==> src/rtl/ring_buffer_uart_tx_if.sv <==
// Read side of the transmit ring buffer: one-cycle read request, registered ack and data.
interface ring_buffer_uart_tx_if #(
    parameter int WordSize = 8
);
    logic                dataReadEnable;
    logic                dataReadAck;
    logic [WordSize-1:0] dataRead;

    modport master (
        output dataReadEnable,
        input  dataReadAck,
        input  dataRead
    );

    modport slave (
        input  dataReadEnable,
        output dataReadAck,
        output dataRead
    );
endinterface

==> src/rtl/ring_buffer_uart_tx.sv <==
// Drains words from a ring buffer over its read-enable/ack handshake and
// shifts each one out as an 8N1-style serial frame, LSB first.
module ring_buffer_uart_tx #(
    parameter int WordSize     = 8,
    parameter int ClocksPerBit = 434,
    parameter int RetryDelay   = 16
) (
    input  logic                  clk,
    input  logic                  reset,
    input  logic                  enable,
    ring_buffer_uart_tx_if.master rb,
    output logic                  txd,
    output logic                  busy,
    output logic [31:0]           byteCount
);
    localparam int CycleW = (ClocksPerBit > 1) ? $clog2(ClocksPerBit) : 1;
    localparam int BitW   = (WordSize > 1) ? $clog2(WordSize) : 1;
    localparam int RetryW = (RetryDelay > 1) ? $clog2(RetryDelay) : 1;

    localparam logic [CycleW-1:0] CycleLast = CycleW'(ClocksPerBit - 1);
    localparam logic [BitW-1:0]   BitLast   = BitW'(WordSize - 1);
    localparam logic [RetryW-1:0] RetryLast = RetryW'(RetryDelay - 1);

    typedef enum logic [2:0] {
        IDLE,
        REQ,
        WAIT,
        BACKOFF,
        START,
        DATA,
        STOP
    } state_t;

    state_t                state_reg,  state_next;
    logic [CycleW-1:0]     cycle_reg,  cycle_next;
    logic [BitW-1:0]       bit_reg,    bit_next;
    logic [RetryW-1:0]     retry_reg,  retry_next;
    logic [WordSize-1:0]   shift_reg,  shift_next;
    logic [31:0]           count_reg,  count_next;
    logic                  txd_reg,    txd_next;
    logic                  rd_en_reg,  rd_en_next;
    logic                  bit_end;

    always_ff @(posedge clk or posedge reset) begin
        if (reset) begin
            state_reg <= IDLE;
            cycle_reg <= '0;
            bit_reg   <= '0;
            retry_reg <= '0;
            shift_reg <= '0;
            count_reg <= '0;
            txd_reg   <= 1'b1;
            rd_en_reg <= 1'b0;
        end else begin
            state_reg <= state_next;
            cycle_reg <= cycle_next;
            bit_reg   <= bit_next;
            retry_reg <= retry_next;
            shift_reg <= shift_next;
            count_reg <= count_next;
            txd_reg   <= txd_next;
            rd_en_reg <= rd_en_next;
        end
    end

    always_comb begin
        state_next = state_reg;
        cycle_next = cycle_reg;
        bit_next   = bit_reg;
        retry_next = retry_reg;
        shift_next = shift_reg;
        count_next = count_reg;
        bit_end    = (cycle_reg == CycleLast);

        case (state_reg)
            IDLE: begin
                if (enable) begin
                    state_next = REQ;
                end
            end
            REQ: begin
                state_next = WAIT;
            end
            WAIT: begin
                // The buffer's ack is registered, so it is valid here, one cycle after the request.
                if (rb.dataReadAck) begin
                    shift_next = rb.dataRead;
                    cycle_next = '0;
                    state_next = START;
                end else begin
                    retry_next = '0;
                    state_next = BACKOFF;
                end
            end
            BACKOFF: begin
                if (retry_reg == RetryLast) begin
                    state_next = enable ? REQ : IDLE;
                end else begin
                    retry_next = retry_reg + 1'b1;
                end
            end
            START: begin
                if (bit_end) begin
                    cycle_next = '0;
                    bit_next   = '0;
                    state_next = DATA;
                end else begin
                    cycle_next = cycle_reg + 1'b1;
                end
            end
            DATA: begin
                if (bit_end) begin
                    cycle_next = '0;
                    shift_next = shift_reg >> 1;
                    if (bit_reg == BitLast) begin
                        state_next = STOP;
                    end else begin
                        bit_next = bit_reg + 1'b1;
                    end
                end else begin
                    cycle_next = cycle_reg + 1'b1;
                end
            end
            STOP: begin
                if (bit_end) begin
                    cycle_next = '0;
                    count_next = count_reg + 1'b1;
                    state_next = enable ? REQ : IDLE;
                end else begin
                    cycle_next = cycle_reg + 1'b1;
                end
            end
            default: begin
                state_next = IDLE;
            end
        endcase
    end

    // Line level is decoded from the current state and registered, so txd
    // trails the state/counter change by one cycle and never glitches.
    always_comb begin
        txd_next = 1'b1;
        case (state_reg)
            START:   txd_next = 1'b0;
            DATA:    txd_next = shift_reg[0];
            default: txd_next = 1'b1;
        endcase
    end

    // Registered request that is high exactly while the state register holds REQ.
    always_comb begin
        rd_en_next = (state_next == REQ);
    end

    assign rb.dataReadEnable = rd_en_reg;
    assign txd               = txd_reg;
    assign busy              = (state_reg == START) || (state_reg == DATA) || (state_reg == STOP);
    assign byteCount         = count_reg;
endmodule

==> src/flat_wrapper.sv <==
// flat-port wrapper written by rule: the top's interface ports become plain ports
module ring_buffer_uart_tx_flat 
#(
    parameter int WordSize     = 8,
    parameter int ClocksPerBit = 434,
    parameter int RetryDelay   = 16
)
  (clk, reset, enable, txd, busy, byteCount, rb_dataReadEnable, rb_dataReadAck, rb_dataRead);
  ring_buffer_uart_tx_if #(.WordSize(WordSize)) rb_i ();
  input  logic clk;
  input  logic reset;
  input  logic enable;
  output logic txd;
  output logic busy;
  output logic [31:0] byteCount;
  output wire logic [$bits(rb_i.dataReadEnable)-1:0] rb_dataReadEnable;
  input wire logic [$bits(rb_i.dataReadAck)-1:0] rb_dataReadAck;
  input wire logic [$bits(rb_i.dataRead)-1:0] rb_dataRead;
  assign rb_dataReadEnable = rb_i.dataReadEnable;
  assign rb_i.dataReadAck = rb_dataReadAck;
  assign rb_i.dataRead = rb_dataRead;
  ring_buffer_uart_tx #(.WordSize(WordSize), .ClocksPerBit(ClocksPerBit), .RetryDelay(RetryDelay)) u_core (.clk(clk), .reset(reset), .enable(enable), .rb(rb_i), .txd(txd), .busy(busy), .byteCount(byteCount));
endmodule
==> config.mk <==
export PLATFORM = sky130hd
export DESIGN_NAME = ring_buffer_uart_tx_flat
export DESIGN_NICKNAME = d
export VERILOG_FILES = /design/src/rtl/ring_buffer_uart_tx_if.sv /design/src/rtl/ring_buffer_uart_tx.sv /design/src/flat_wrapper.sv
export SDC_FILE = /design/constraint.sdc
export NUM_CORES = 1
export LEC_CHECK = 0
export ABC_AREA = 1
export BUFFER_PORTS_ARGS = -buffer_cell sky130_fd_sc_hd__buf_4
export CORE_MARGIN = 8
export CORE_UTILIZATION = 33
export DETAILED_ROUTE_END_ITERATION = 8
export PLACE_DENSITY = 0.5
export SLEW_MARGIN = 5
export SYNTH_ARGS = -nofsm -noshare
export SYNTH_HDL_FRONTEND = slang
export SYNTH_SLANG_ARGS = --single-unit
==> constraint.sdc <==
create_clock -name clk -period 2 [get_ports clk]
set_input_delay 0.1 -clock clk [delete_from_list [all_inputs] [get_ports clk]]
set_output_delay 0.1 -clock clk [all_outputs]
set_load 0.005 [all_outputs]
# Word level (Yosys, flattened, before mapping)
# Index checks and enable logic that the tools add are counted.
# totals
ff_bits	61
wordCells	64
# classes
n_reduce_logical	13
eq_ne	16
n_addsub	4
n_mux	23
# ops
operator	count
32-bit by 1-bit adder with 32-bit output, second input constant	1
3-bit two-way mux	10
3-bit case mux with 7 select lines	1
9-bit two-way mux	2
9-bit case mux with 2 select lines	1
8-bit two-way mux	2
8-bit case mux with 2 select lines	1
3-bit equality test, second input constant	4
9-bit by 1-bit adder with 9-bit output, second input constant	1
9-bit equality test, second input constant	1
4-bit two-way mux	2
2-bit inequality test, second input constant	4
4-bit case mux with 2 select lines	1
2-bit nonzero test	4
3-bit by 1-bit equality test with 1-bit output, second input constant	2
3-bit by 2-bit equality test with 1-bit output, second input constant	2
3-bit case mux with 2 select lines	1
3-bit AND reduction	2
4-bit by 1-bit adder with 4-bit output, second input constant	1
4-bit equality test, second input constant	1
2-bit by 1-bit inequality test with 1-bit output, second input constant	2
2-bit AND reduction	2
4-bit AND reduction	1
3-bit by 1-bit adder with 3-bit output, second input constant	1
other kinds (5)	6

# Logic depth before layout (Yosys ltp)
# Gate-level depths: netlist of run 1.
# logic_depth
depth_word	5
depth_mapped	10
depth_no_buf	10

# Least setup slack after synthesis of run 1
# No wires, ideal clock.
# synth_path
path_kind	register to register
from	register u_core.cycle_reg[1]
to	register u_core.count_reg[13] (netlist: u_core.byteCount[13])
period_less_slack_ns	1.549
arrival_time_ns	1.424
required_time_ns	1.875
n_path_buf	1
path_stages_with_launch	10
path_slack_ns	0.451
path_cell_list	dfrtp_1 -> inv_1 -> ha_1 -> nand2_1 -> nor2_8 -> nand3_4 -> inv_6 -> buf_12 -> nand2_2 -> xnor2_2
# synth_between
elab_chain_len	2
# synth_rtl
item	line_no	text
start, declared	ring_buffer_uart_tx.sv:35	logic [CycleW-1:0] cycle_reg, cycle_next;
start signal, assigned	ring_buffer_uart_tx.sv:56	cycle_reg <= cycle_next;
9-bit equality test	ring_buffer_uart_tx.sv:73	bit_end = (cycle_reg == CycleLast);
2-bit AND reduction (no source line)	-	
end signal, assigned	ring_buffer_uart_tx.sv:60	count_reg <= count_next;
end, declared	ring_buffer_uart_tx.sv:39	logic [31:0] count_reg, count_next;
# Every way passes these cells.
# A chain may end at the register's enable or synchronous reset.

# Worst setup path in the final report of run 1
# layout_path
from	register u_core.count_reg[1] (netlist: u_core.byteCount[1])
to	register u_core.count_reg[22] (netlist: u_core.byteCount[22])
# layout_between
elab_chain_len	1
# layout_rtl
item	line_no	text
32-bit by 1-bit adder with 32-bit output	ring_buffer_uart_tx.sv:127	count_next = count_reg + 1'b1;
# Every way passes these cells.

==> flow_summary.ini, run 1 <==
[logic_synthesis]
syn_area_mm2 = 0.00358
synth_edf_count = 0
synthCells = 483
yosysWarnings = 0
yosysTopAreaCellShare = 0.419
yosys.area.top_type = dfrtp_1
ys_seq_area_frac = 0.427
ys.flop_type = dfrtp_1
yosys-top-cells-count = nand2_1, nor2_1, inv_1
async_flop_share = 1.00
synth_cell_types = 30
synth_area_leaders = dfrtp_1, nand2_1, nor2_1
syn_nets = 501
syn_avg_cell_area_um2 = 7.41
ys_ff_latch = 61
synth_most_common_cell = nand2_1

[clocking]
clock_path_buffers = 2
cts.sinks = 61
cts_root_buffer = clkbuf_8
cts_setup_buffers = 0
path_clk_slew_ns = 0.08
clkLatencyLatePin_ns = 0.34
numCtsBuffers = 9
htree_levels = 3
tritoncts = yes

[detailed_routing]
ant_nets = 0
drcViolationCount = 0
drt_pass1_iterations = 5
wire_per_inst_um = 12.8
wl_um = 8760
vias = 3121
avgViaCountPerCell = 4.56
drt_iter0_drc = 173

[worst_setup_path]
cp.required_ns = 2.24
crit_slowest_cell = dfrtp_1
start_kind = flop
path_cells = ha_1 -> inv_1 -> nor2_1 -> nand3_1 -> nor2_1 -> nand3_1 -> nand2_1 -> nand2_1
crit_path_end_kind = flop
cp_top_family = simple AND/OR/NAND/NOR gates
arrival_ns = 1.99
worst-setup-path-type = flop to flop
slowest_delay_ns = 0.40
crit_fanout = 4
path_buf_inv = 1

[grt]
grt_pass1_wl_um = 15200
antenna_found_initial = 0
grt_max_degree = 42
first_global_vias = 3168
overflow = 0
grt_use_total = 0.130

[sta]
fmax_mhz = 572
period_needed_ns = 1.75
max_slew_margin = 0.684
slew_violations = 0
rsz0062_at_grt = no
fin_skew_ns = 0.0132
hold_viol_final = 0
fin_tns_setup_ns = 0
hold_ws_ns = 0.0229
setup_viol = 0
worst_slew_pin_slew_ns = 0.473
final.period_utilization = 0.874

[pwr]
switchingPower_mw = 1.18
internal-power_mw = 2.26
p_sw_frac = 0.342
p_leak_nw = 2.13
p_seq_frac = 0.468
p_comb_frac = 0.244
ir_worst_vdd_mv = 0.427
clkPwrFrac = 0.289
p_total_mw = 3.44
power.density_mw_per_mm2 = 806

[floorplan]
initial_utilization = 0.335
fp-row-count = 38
ioPinCount = 47
dieArea_mm2 = 0.0144
core_area_mm2 = 0.0107
die_h_um = 120
fp.dieW_um = 120

[layout]
final_nets = 558
stdcell_area_mm2 = 0.00427
syn_to_final_growth_pct = 19.2
n_fill_cell = 1125
largest_register_ff_count = 32
drive_above_1_share = 0.158
n_antenna_cell = 0
layoutNonFillerInstCount = 685

[status]
status = finished clean

[placed_design]
port_buffers = 46
post-dp-hpwl_um = 6730
gp_congestion = 0.810
placed_cell_area_mm2 = 0.00409
dp_cells = 668

[job]
max_cap_violations = 0

[min_path]
hold_class = primary input to flop
==> final cells by class <==
| cell class | instances | area, µm² | area share |
|---|---|---|---|
| well taps | 140 | 175 | 0.0410 |
| clock buffers | 14 | 163 | 0.0381 |
| inverters | 65 | 249 | 0.0583 |
| multi-input cells | 352 | 1750 | 0.409 |
| repair buffers | 51 | 398 | 0.0932 |
| clock inverters | 2 | 10.0 | 0.00235 |
| flip-flops and latches | 61 | 1530 | 0.358 |
==> through the flow <==
stage / utilization / setup WS (ns)
floorplan: - / 0.389
global placement: 0.382 / 0.311
detailed placement: 0.382 / 0.242
CTS: 0.399 / 0.234
global route: 0.399 / 0.0559
finish: 0.399 / 0.253
==> power by group through the flow <==
stage / Sequential (mW) / Clock [mW] / Combinational [mW]
global placement: 1.62 / 0 / 0.826
detailed placement: 1.63 / 0 / 0.845
floorplan: 1.59 / 0 / 0.628
CTS: 1.61 / 1.05 / 0.851
global route: 1.64 / 1.09 / 0.983
finish: 1.61 / 0.993 / 0.838
==> worst paths after layout <==
path / from / end / slack, ns / cells past startpoint
setup / recovery: u_core.byteCount[1] / u_core.byteCount[22] / 0.25 / 8
max in group asynchronous: reset / u_core.txd / 1.03 / 4
setup reg to reg: u_core.byteCount[1] / u_core.byteCount[22] / 0.25 / 8
min in group asynchronous: reset / u_core.byteCount[22] / 0.33 / 3
hold / removal: rb_dataRead[7] / u_core.shift_reg[7] / 0.02 / 3
hold reg to reg: u_core.bit_reg[2] / u_core.bit_reg[2] / 0.50 / 2
==> routing by layer <==
layer  wire, µm  part of all wire  up-vias  track usage
li1           -                 -     1614            -
met1       3870              0.44     1429        0.151
met2       4240              0.48       64        0.220
met3        487             0.056       14       0.0404
met4        159             0.018        0       0.0507
met5          0                 0        -            0
==> cells by family after synthesis <==
group	Yosys count	share of synthesized area
buffers and inverters	70	0.0856
adders and majority gates	6	0.0210
xor gates and xnor gates	20	0.0594
AOI/OAI and AO/OA	40	0.0626
and+or+nand+nor	286	0.345
DFF	61	0.427
==> placed cells by master, fill, tap and decap left out, drive strengths merged <==
cell and count:
nand4 9, dfrtp 60, nand2 172, o22ai 2, a22oi 1, buf 50, o21bai 2, a21oi 7
dfstp 1, nor3 1, dlygate4sd3 1, xor2 14, nor2 73, ha 6, inv 65, nand3 31
o21ai 27, clkinv 2, o21a 1, clkbuf 14, xnor2 6
==> tightest hold or removal path, stage by stage <==
cell and delay (ns):
buf_4 0.08, nand3_1 0.07, o21ai_0 0.07
==> timing repair <==
action                                  4_1_cts  5_1_grt
gates resized for setup                       0        0
endpoints found under the hold margin        20        0
hold buffers                                  1        0
endpoints found under the setup margin        0        0
(Power assumes the default switching activity.)
==> inputs of run 2 (changes only) <==
==> constraint.sdc (replaced) <==
create_clock -name clk -period 2 [get_ports clk]
set_input_delay 0.1 -clock clk [delete_from_list [all_inputs] [get_ports clk]]
set_output_delay 0.1 -clock clk [all_outputs]
set_load 0.1 [all_outputs]
==> flow_summary.ini, run 2 (same netlist as run 1, synthesis figures left out) <==
[layout]
final_cell_mix = nand2_1, nor2_1, inv_1
n_antenna_cell = 0
layout.area.seq_mm2 = 0.00154
final_nets = 557
drive_above_1_share = 0.178
finish.utilization = 0.404
n_fill_cell = 1131
layout_commonest_cell = nand2_1
largest_register_ff_count = 32
syn_to_final_growth_pct = 20.8
multi_input_area_mm2 = 0.00175

[detailed_routing]
wire_per_inst_um = 12.3
drcViolationCount = 0
ant_nets = 0
avgViaCountPerCell = 4.48
vias = 3066
wl_um = 8410
drt_pass1_iterations = 4
drt_iter0_drc = 158

[grt]
first_global_vias = 3004
grt_max_degree = 40
grt_use_total = 0.123
antenna_found_initial = 0
overflow = 0
grt_pass1_wl_um = 14300

[status]
status = finished clean

[pwr]
p_total_mw = 3.86
ir_worst_vdd_mv = 0.844
p_leak_nw = 2.13
power.density_mw_per_mm2 = 893

[sta]
worst_slew_pin_slew_ns = 0.511
rsz0062_at_grt = no
period_needed_ns = 1.79
slew_violations = 0
max_slew_margin = 0.659
setup_viol = 0
fmax_mhz = 558
fin_tns_setup_ns = 0
fin_skew_ns = 0.00981
hold_viol_final = 0
fin_ws_ns = 0.207
final.period_utilization = 0.897
hold_ws_ns = 0.0149

[placed_design]
gp_congestion = 0.821
dpl_worst_slack_ns = 0.187
post-dp-hpwl_um = 6370
port_buffers = 46

[clocking]
numCtsBuffers = 9
clkLatencyLatePin_ns = 0.34
path_clk_slew_ns = 0.08
clock_path_buffers = 2
cts_root_buffer = clkbuf_8
cts.sinks = 61
tritoncts = yes
htree_levels = 3

[worst_setup_path]
r2r-start = u_core.cycle_reg[1]
ff2ff_path_depth = 9
critPathCapture = u_core.byteCount[21]
arrival_ns = 2.02
crit_fanout = 23
crit_start = u_core.cycle_reg[1]
start_kind = flop
worst-setup-path-type = flop to flop
ff2ff_setup_slack_ns = 0.21
r2r_end = u_core.byteCount[21]
crit_path_end_kind = flop
cp.required_ns = 2.23

[floorplan]
initial_utilization = 0.335
fp-row-count = 38
die_h_um = 120
ioPinCount = 47
fp.dieW_um = 120
dieArea_mm2 = 0.0144
core_area_mm2 = 0.0107

[job]
max_cap_violations = 0

[min_path]
hold_class = primary input to flop
## run 2: cell count changes in the layout (fill, tap and decap cells not counted), sizes merged
| cell | change |
|---|---|
| clkinv | +1 |
| clkbuf | -4 |
| buf | -1 |
| clkinvlp | +1 |
| bufinv | +2 |
## run 2: routing by layer
metal,share of wire,GRT usage,up-vias
li1,-,-,1612
met1,0.47,0.153,1390
met2,0.47,0.202,55
met3,0.046,0.0352,9
met4,0.012,0.0351,0
met5,0,0,-
## run 2: repair_timing
action,4_1_cts,5_1_grt
hold buffers,1,0
setup buffers,0,0
gates resized for setup,0,0
endpoints found under the hold margin,22,0
## run 2: how the worst min path moves through the flow
| stage | from | end | slack, ns | cells past startpoint |
|---|---|---|---|---|
| 6_report | rb_dataRead[7] | u_core.shift_reg[7] | 0.01 | 3 |
| 2_1_floorplan | rb_dataReadAck | u_core.shift_reg[7] | 0.25 | 2 |
| 3_3_place_gp | reset | u_core.byteCount[31] | 0.18 | 2 |
| 4_1_cts | rb_dataRead[7] | u_core.shift_reg[7] | 0.007 | 3 |
| 5_1_grt | rb_dataRead[7] | u_core.shift_reg[7] | 0.04 | 3 |
| 3_5_place_dp | reset | u_core.byteCount[31] | 0.18 | 2 |
## run 2: stage by stage
step | instances | cell area [µm²]
after global placement | 667 | 4090
after global routing | 684 | 4320
final | 684 | 4320
after CTS | 684 | 4320
after floorplan | 483 | 3590
after detailed placement | 667 | 4090
## run 2: critical path, stage by stage, from the launching register on
cell and delay [ns]:
dfrtp_1 0.40, inv_1 0.08, ha_1 0.13, nand2_1 0.12, nor2_8 0.18, nand3_4 0.18, inv_6 0.23, nand2_1 0.14
o21bai_1 0.15, nand2_1 0.06
## run 2: final cells by class
| type | instances | area share |
|---|---|---|
| multi-input combinational | 352 | 0.404 |
| sequential | 61 | 0.356 |
| timing repair buffer | 50 | 0.0903 |
| inverter | 65 | 0.0576 |
| tap | 140 | 0.0405 |
| clock buffer | 10 | 0.0318 |
| clock inverter | 6 | 0.0200 |
## run 2: where the power goes
| part | leakage [nW] | switching [mW] | internal, mW | total (mW) |
|---|---|---|---|---|
| Clock | 0.112 | 0.511 | 0.733 | 1.24 |
| Sequential | 0.808 | 0.147 | 1.45 | 1.60 |
| Combinational | 1.21 | 0.718 | 0.297 | 1.02 |
==> inputs of run 3 (changes only) <==
--- a/config.mk
+++ b/config.mk
@@ -7,10 +7,12 @@
 export LEC_CHECK = 0
 export ABC_AREA = 1
 export BUFFER_PORTS_ARGS = -buffer_cell sky130_fd_sc_hd__buf_4
+export CELL_PAD_IN_SITES_DETAIL_PLACEMENT = 2
+export CELL_PAD_IN_SITES_GLOBAL_PLACEMENT = 2
 export CORE_MARGIN = 8
 export CORE_UTILIZATION = 33
 export DETAILED_ROUTE_END_ITERATION = 8
-export PLACE_DENSITY = 0.5
+export PLACE_DENSITY = 0.78
 export SLEW_MARGIN = 5
 export SYNTH_ARGS = -nofsm -noshare
 export SYNTH_HDL_FRONTEND = slang
==> flow_summary.ini, run 3 (same netlist as run 1, synthesis figures left out) <==
[worst_setup_path]
arrival_ns = 2.06
cp.required_ns = 2.24
start_kind = flop
crit_path_end_kind = flop
path_buf_inv = 2
worst-setup-path-type = flop to flop
cp_top_family = simple AND/OR/NAND/NOR gates
slowest_delay_ns = 0.41
path_cells = inv_1 -> ha_1 -> nand2_1 -> nor2_8 -> nand3_4 -> clkinv_8 -> nand2_1 -> o21bai_1 -> nand2_1
crit_start = u_core.cycle_reg[1]
crit_slowest_cell = dfrtp_1
crit_top_cell = nand2_1
r2r-start = u_core.cycle_reg[1]
crit_fanout = 23

[clocking]
numCtsBuffers = 9
tritoncts = yes
cts.sinks = 61
clock_path_buffers = 2
cts_root_buffer = clkbuf_8
path_clk_slew_ns = 0.07
clkLatencyLatePin_ns = 0.35
htree_levels = 3

[grt]
grt_max_degree = 40
overflow = 0
grt_use_total = 0.160
antenna_found_initial = 0
first_global_vias = 3825
grt_pass1_wl_um = 18500

[sta]
fin_tns_setup_ns = 0
slew_violations = 0
final.period_utilization = 0.912
setup_viol = 0
fin_skew_ns = 0.0111
fmax_mhz = 548
period_needed_ns = 1.82
hold_viol_final = 0
hold_ws_ns = 0.0177
worst_slew_pin_slew_ns = 0.567
rsz0062_at_grt = no
max_slew_margin = 0.622

[layout]
final_cell_mix = nand2_1, nor2_1, inv_1
stdcell_area_mm2 = 0.00430
finish.utilization = 0.402
syn_to_final_growth_pct = 20.1
layout_commonest_cell = nand2_1
final_nets = 562
drive_above_1_share = 0.180
largest_register_ff_count = 32
n_antenna_cell = 0

[detailed_routing]
drt_iter0_drc = 104
drt_pass1_iterations = 4
wl_um = 11000
avgViaCountPerCell = 4.81
ant_nets = 0
vias = 3314
wire_per_inst_um = 16.0
drcViolationCount = 0

[min_path]
holdCritStartpoint = rb_dataRead[7]
hold_class = primary input to flop

[pwr]
p_comb_frac = 0.294
p_seq_frac = 0.444
p_sw_frac = 0.396
ir_worst_vdd_mv = 0.574
internal-power_mw = 2.20
p_leak_nw = 2.12
power.density_mw_per_mm2 = 846
switchingPower_mw = 1.44
p_total_mw = 3.64
clkPwrFrac = 0.262

[floorplan]
ioPinCount = 47
fp-row-count = 38
core_area_mm2 = 0.0107
initial_utilization = 0.335
fp.dieW_um = 120
die_h_um = 120
dieArea_mm2 = 0.0144

[placed_design]
gp_congestion = 0.761
port_buffers = 46
placed_cell_area_mm2 = 0.00410
post-dp-hpwl_um = 8540

[status]
status = finished clean

[job]
max_cap_violations = 0
-- run 3: final cells by class --
type | instances | area (µm²)
flip-flops and latches | 61 | 1540
multi-input cells | 352 | 1750
repair buffers | 55 | 428
clock buffers | 13 | 139
well taps | 140 | 175
inverters | 65 | 256
fillers | 1295 | 6400
clock inverters | 3 | 15.0
-- run 3: timing repair --
item,CTS,global route
gates resized for setup,0,3
hold buffers,1,0
setup endpoints to repair,0,5
setup buffers,0,3
hold endpoints to repair,22,0
-- run 3: per-stage QoR --
step / worst slack [ns] / std cells
after floorplan: 0.00413 / 483
after global placement: 0.216 / 669
after detailed placement: 0.0762 / 669
after CTS: 0.0618 / 686
after global routing: 0.00519 / 689
final: 0.175 / 689
-- run 3: worst paths after layout --
path	endpoint	cells after the start	slack (ns)
setup / recovery	u_core.byteCount[21]	9	0.18
setup reg to reg	u_core.byteCount[21]	9	0.18
hold / removal	u_core.shift_reg[7]	3	0.02
hold reg to reg	u_core.byteCount[2]	1	0.50
min in group asynchronous	u_core.byteCount[15]	3	0.36
max in group asynchronous	u_core.txd	4	0.96
-- run 3: power by group through the flow --
| stage | clock network (mW) | registers (mW) | logic (mW) |
|---|---|---|---|
| 6_report | 0.951 | 1.62 | 1.07 |
| 5_1_grt | 1.03 | 1.64 | 1.21 |
| 4_1_cts | 0.996 | 1.62 | 1.10 |
| 3_5_place_dp | 0 | 1.64 | 1.09 |
| 3_3_place_gp | 0 | 1.62 | 1.03 |
| 2_1_floorplan | 0 | 1.70 | 0.701 |
-- run 3: routing by layer --
| metal | vias up | wire (µm) | track usage | share of wire |
|---|---|---|---|---|
| met1 | 1648 | 4470 | 0.172 | 0.41 |
| met3 | 13 | 308 | 0.0268 | 0.028 |
| met4 | 0 | 182 | 0.0648 | 0.017 |
| met5 | - | 0 | 0 | 0 |
| li1 | 1613 | - | - | - |
| met2 | 40 | 6060 | 0.305 | 0.55 |
-- run 3: worst register-to-register path, cell delays in order, from the launching register on --
cell	delay, ns
dfrtp_1	0.41
inv_1	0.10
ha_1	0.14
nand2_1	0.13
nor2_8	0.19
nand3_4	0.20
clkinv_8	0.19
nand2_1	0.13
o21bai_1	0.15
nand2_1	0.07
